--- src/rtl/srl_chain_reader.sv ---
// 4x32 addressable shift chain with a snapshot readback engine that streams the
// frozen 128-bit contents as four 32-bit words. Optional parity: SRL_READER_PARITY_EN.
module srl_chain_reader (
    input  logic        CLK,
    input  logic        RST_N,
    input  logic        CE,
    input  logic        D,
    input  logic [4:0]  A,
    output logic        Q,
    output logic        Q31,
    input  logic        START,
    output logic        BUSY,
    output logic [31:0] OUT_DATA,
    output logic        OUT_VALID,
    input  logic        OUT_READY,
    output logic        OUT_PAR,
    output logic        DONE,
    output logic [1:0]  dbg_state
);

    typedef enum logic [1:0] {
        ST_IDLE   = 2'd0,
        ST_SWEEP  = 2'd1,
        ST_HOLD   = 2'd2,
        ST_FINISH = 2'd3
    } state_t;

    state_t       state, state_nx;
    logic [127:0] chain;
    logic [4:0]   addr, addr_nx;
    logic [1:0]   word, word_nx;
    logic [31:0]  acc, acc_nx;
    logic [31:0]  acc_ins;
    logic [31:0]  out_data_nx;
    logic         out_valid_nx;
    logic         busy_nx;
    logic         done_nx;
    logic [3:0]   tap_nibble;
    logic         last_capture;

    // Chain is frozen while BUSY; the edge that accepts START still shifts.
    always_ff @(posedge CLK or negedge RST_N) begin
        if (!RST_N) begin
            chain <= '0;
        end else if (CE && !BUSY) begin
            chain <= {chain[126:0], D};
        end
    end

    assign Q   = chain[{2'b11, A}];
    assign Q31 = chain[127];

    assign tap_nibble = {chain[{2'b11, addr}], chain[{2'b10, addr}],
                         chain[{2'b01, addr}], chain[{2'b00, addr}]};
    assign last_capture = (addr[2:0] == 3'd7);

    always_comb begin
        acc_ins = acc;
        acc_ins[{addr[2:0], 2'b00} +: 4] = tap_nibble;
    end

    // Handshake: a word transfers on a rising edge where OUT_VALID && OUT_READY;
    // OUT_DATA/OUT_PAR are held stable while OUT_VALID is high and not accepted,
    // and OUT_VALID drops on the accepting edge (no back-to-back words).
    always_comb begin
        state_nx     = state;
        addr_nx      = addr;
        word_nx      = word;
        acc_nx       = acc;
        out_data_nx  = OUT_DATA;
        out_valid_nx = OUT_VALID;
        busy_nx      = BUSY;
        done_nx      = 1'b0;
        case (state)
            ST_IDLE: begin
                if (START) begin
                    state_nx = ST_SWEEP;
                    addr_nx  = 5'd0;
                    word_nx  = 2'd0;
                    acc_nx   = '0;
                    busy_nx  = 1'b1;
                end
            end
            ST_SWEEP: begin
                acc_nx  = acc_ins;
                addr_nx = addr + 5'd1;
                if (last_capture) begin
                    out_data_nx  = acc_ins;
                    out_valid_nx = 1'b1;
                    state_nx     = ST_HOLD;
                end
            end
            ST_HOLD: begin
                if (OUT_READY) begin
                    out_valid_nx = 1'b0;
                    if (word != 2'd3) begin
                        word_nx  = word + 2'd1;
                        state_nx = ST_SWEEP;
                    end else begin
                        done_nx  = 1'b1;
                        state_nx = ST_FINISH;
                    end
                end
            end
            ST_FINISH: begin
                busy_nx  = 1'b0;
                state_nx = ST_IDLE;
            end
            default: begin
                state_nx = ST_IDLE;
            end
        endcase
    end

    always_ff @(posedge CLK or negedge RST_N) begin
        if (!RST_N) begin
            state     <= ST_IDLE;
            addr      <= '0;
            word      <= '0;
            acc       <= '0;
            OUT_DATA  <= '0;
            OUT_VALID <= 1'b0;
            BUSY      <= 1'b0;
            DONE      <= 1'b0;
        end else begin
            state     <= state_nx;
            addr      <= addr_nx;
            word      <= word_nx;
            acc       <= acc_nx;
            OUT_DATA  <= out_data_nx;
            OUT_VALID <= out_valid_nx;
            BUSY      <= busy_nx;
            DONE      <= done_nx;
        end
    end

    assign dbg_state = state;

`ifdef SRL_READER_PARITY_EN
    logic par_q;

    // Loaded on the same edge as OUT_DATA so it is valid with OUT_VALID.
    always_ff @(posedge CLK or negedge RST_N) begin
        if (!RST_N) begin
            par_q <= 1'b0;
        end else if (state == ST_SWEEP && last_capture) begin
            par_q <= ^acc_ins;
        end
    end

    assign OUT_PAR = par_q;
`else
    assign OUT_PAR = 1'b0;
`endif

endmodule

--- config.mk ---
export PLATFORM = sky130hd
export DESIGN_NAME = srl_chain_reader
export DESIGN_NICKNAME = d
export VERILOG_FILES = /design/src/rtl/srl_chain_reader.sv
export SDC_FILE = /design/constraint.sdc
export NUM_CORES = 1
export LEC_CHECK = 0
export BUFFER_PORTS_ARGS = -buffer_cell sky130_fd_sc_hd__buf_2
export CORE_UTILIZATION = 60
export CTS_CLUSTER_DIAMETER = 50
export DETAILED_ROUTE_END_ITERATION = 16
export PLACE_DENSITY_LB_ADDON = 0.12
export SLEW_MARGIN = 20
export SYNTH_ARGS = -nofsm -noshare
export SYNTH_HDL_FRONTEND = slang
export SYNTH_SLANG_ARGS = --single-unit
--- constraint.sdc ---
create_clock -name CLK -period 8.5 [get_ports CLK]
set_clock_uncertainty 0.2 [all_clocks]
set_input_delay 0.425 -clock CLK [delete_from_list [all_inputs] [get_ports CLK]]
set_output_delay 0.425 -clock CLK [all_outputs]
set_load 0.005 [all_outputs]
==> flow_metrics.tcl <==
set metrics [dict create \
    status "finished clean" \
    fp.dieH_um 128 \
    regArea_um2 5110 \
    synth_top_area_share_pct 53.8 \
    dr_wl_met3_um 751 \
    netlist_instances 707 \
    path_clk_slew_ns 0.06 \
    synth_warnings 0 \
    muxShareOfSynthArea_pct 26.5 \
    synth-edff-count 0 \
    fmax_ghz 0.275 \
    required_ns 8.63 \
    hold_class "in -> reg" \
    postSynthAreaPerCell_um2 13.4 \
    ys.flop_type "dfrtp_1" \
    antenna_left 0 \
    start_util_pct 62.0 \
    ir_drop_v 0.000167 \
    top_level_ports 51 \
    dp_slack_ns 4.83 \
    dieWidth_um 128 \
    start_kind "register" \
    fill_cells 1104 \
    hold_start "OUT_READY" \
    numCtsBuffers 23 \
    yosys.area_share.simple_pct 5.85 \
    yosysTopAreaCell "dfrtp_1" \
    synth_nets 723 \
    max_cap_viol_count 0 \
    crit_fanout 38 \
    fin_ws_ns 4.87 \
    synth.most_common_cell "dfrtp_1" \
    vias 5870 \
    placed_area_um2 9790 \
    rows 45 \
    fin_crit_sh_pct 42.7 \
    fin_crit_ns 3.63 \
    yosys-top-cells-area "dfrtp_1 54%, mux2_2 16%, mux4_2 7.6%, nand2_1 3.2%, mux2i_1 2.8%" \
    synth_compound_area_share_pct 10.0 \
    cts_tree "built" \
    layout-drive-gt1-share_pct 36.2 \
    stdcell_area_um2 10500 \
    grt_max_degree 122 \
    yosysSeqAreaShare_pct 53.8 \
    tns_ns 0 \
    grt_setup_unrepaired "no" \
    routabilityCongestion 0.809 \
    clock_path_buffers 3 \
    crit_arrival_ns 3.76 \
    overflow 0 \
    synthTopCellsByCount "204 x dfrtp_1, 133 x mux2_2, 82 x nand2_1" \
    dp_hpwl_mm 11.7 \
    routed-wl-met2_mm 8.96 \
    synthAdderAreaFrac_pct 0.659 \
    routed_wl_mm 18.3 \
    portBuffers 49 \
    highest_layer "met4" \
    m1WireLength_mm 8.34 \
    die_area_um2 16300 \
    clock_sinks 204 \
    area_delta_synth_final_pct 10.7 \
    fp.coreArea_um2 15300 \
    antenna_cells 0 \
    slew_headroom_pct 28.6 \
    clockRootBuffer "clkbuf_16" \
    power_leakage_nw 4.97 \
    synth_seq_cells 204 \
    hold_viol 0 \
    crit_type "reg -> reg" \
    syn_area_um2 9490 \
    grt_pass1_wl_mm 30.7 \
    synth_top_family_by_area "multiplexers" \
    r2r-end "acc[0]" \
    insertion_delay_ns 0.50 \
    synth_cell_types 41 \
    multi_input_area_um2 4100 \
    vias_per_cell 6.06 \
    h-tree-depth 1 \
    drt_iter0_drc 345 \
    power_density_nw_per_um2 274 \
    r2r_cells 9 \
    async_flop_share_pct 100 \
    holdPathStages 3 \
    hold_end "DONE" \
    post_cts_resized 0 \
    crit-reg2reg-launch "addr[0]" \
    antenna_found_initial 0 \
    cp-end-kind "register" \
    nNetsFinal 759 \
    drt_first_pass_iters 4 \
    grt_pass1_vias 6051 \
    avgRoutedWirePerCell_um 18.9 \
    grt_usage_pct 23.7 \
    setup_viol 0 \
    synth_xor_area_share_pct 0 \
    drc 0 \
    report.final.slew_viol_count 0 \
    r2r_slack_ns 4.87 \
    worst_pin_slew_ns 1.07 \
]
-- worst max-delay path by stage --
stage | startpoint | to | slack, ns | cells past startpoint
finish | addr[0] | acc[0] | 4.87 | 9
global route | addr[0] | acc[0] | 4.54 | 9
CTS | addr[0] | acc[0] | 4.84 | 9
detailed placement | addr[0] | acc[0] | 4.83 | 9
global placement | addr[0] | acc[2] | 4.92 | 9
floorplan | addr[1] | OUT_DATA[0] | 5.77 | 9
-- state kept, by name, indices dropped and copies added (netlist names) --
| name | cells |
|---|---|
| BUSY | 1 |
| chain | 128 |
| addr | 5 |
| dbg_state | 2 |
| DONE | 1 |
| OUT_VALID | 1 |
| word | 2 |
| OUT_DATA | 32 |
| acc | 32 |
-- critical path, stage by stage, from the launching register on --
cell and delay [ns]:
dfrtp_2 0.43, buf_4 0.58, inv_1 0.27, ha_1 0.28
ha_1 0.34, or4b_1 0.56, nor3_2 0.37, o21ai_1 0.18
nand2_1 0.14, o21ai_0 0.10
-- kinds of logic after synthesis --
family / after synthesis
flops: 204
mux: 193
simple gates: 131
compound gates: 119
buf+inv: 54
fa+ha+maj: 5
other cells: 1
-- area by class of cell --
class                   instances  area share, %
repair buffers                 56           3.00
flip-flops and latches        204           48.6
well taps                     211           2.51
multi-input cells             449           39.0
inverters                       9          0.322
clock inverters                 8          0.726
clock buffers                  31           5.86
-- cell usage in the layout (no fill, tap or decap), types with 6 or more instances in the layout --
cell type,instances
o21ai_0,24
dfrtp_1,203
mux2_2,133
mux4_2,32
o2bb2ai_1,7
clkbuf_16,23
nor2b_1,6
a22oi_1,16
nand2_1,81
buf_2,48
a21oi_1,6
o21ai_1,23
clkbuf_1,7
mux2i_1,27
inv_1,9
o221ai_1,19
nor2_1,24
o21ai_2,8
-- report_power, final --
part | internal [mW] | leakage (nW) | switching [mW]
clock network | 0.539 | 0.342 | 0.374
logic | 0.288 | 1.81 | 0.493
registers | 1.08 | 2.82 | 0.103
-- what timing repair did --
item,4_1_cts,5_1_grt
setup buffers,0,0
hold endpoints to repair,121,0
hold buffers,2,0
-- metal layers --
layer	up-vias	global-route usage, %
li1	2681	-
met1	3024	33.4
met2	138	39.1
met3	27	3.63
met4	0	5.67
met5	-	0
-- stage by stage --
step	utilization [%]	instances	power, mW	hold WS [ns]
detailed placement	63.9	927	1.98	0.275
CTS	68.6	968	2.89	0.0195
floorplan	-	707	1.78	-0.0706
global route	68.6	968	3.02	0.0470
global placement	63.9	927	1.95	0.265
finish	68.6	968	2.87	0.0372
(Power assumes the default switching activity.)
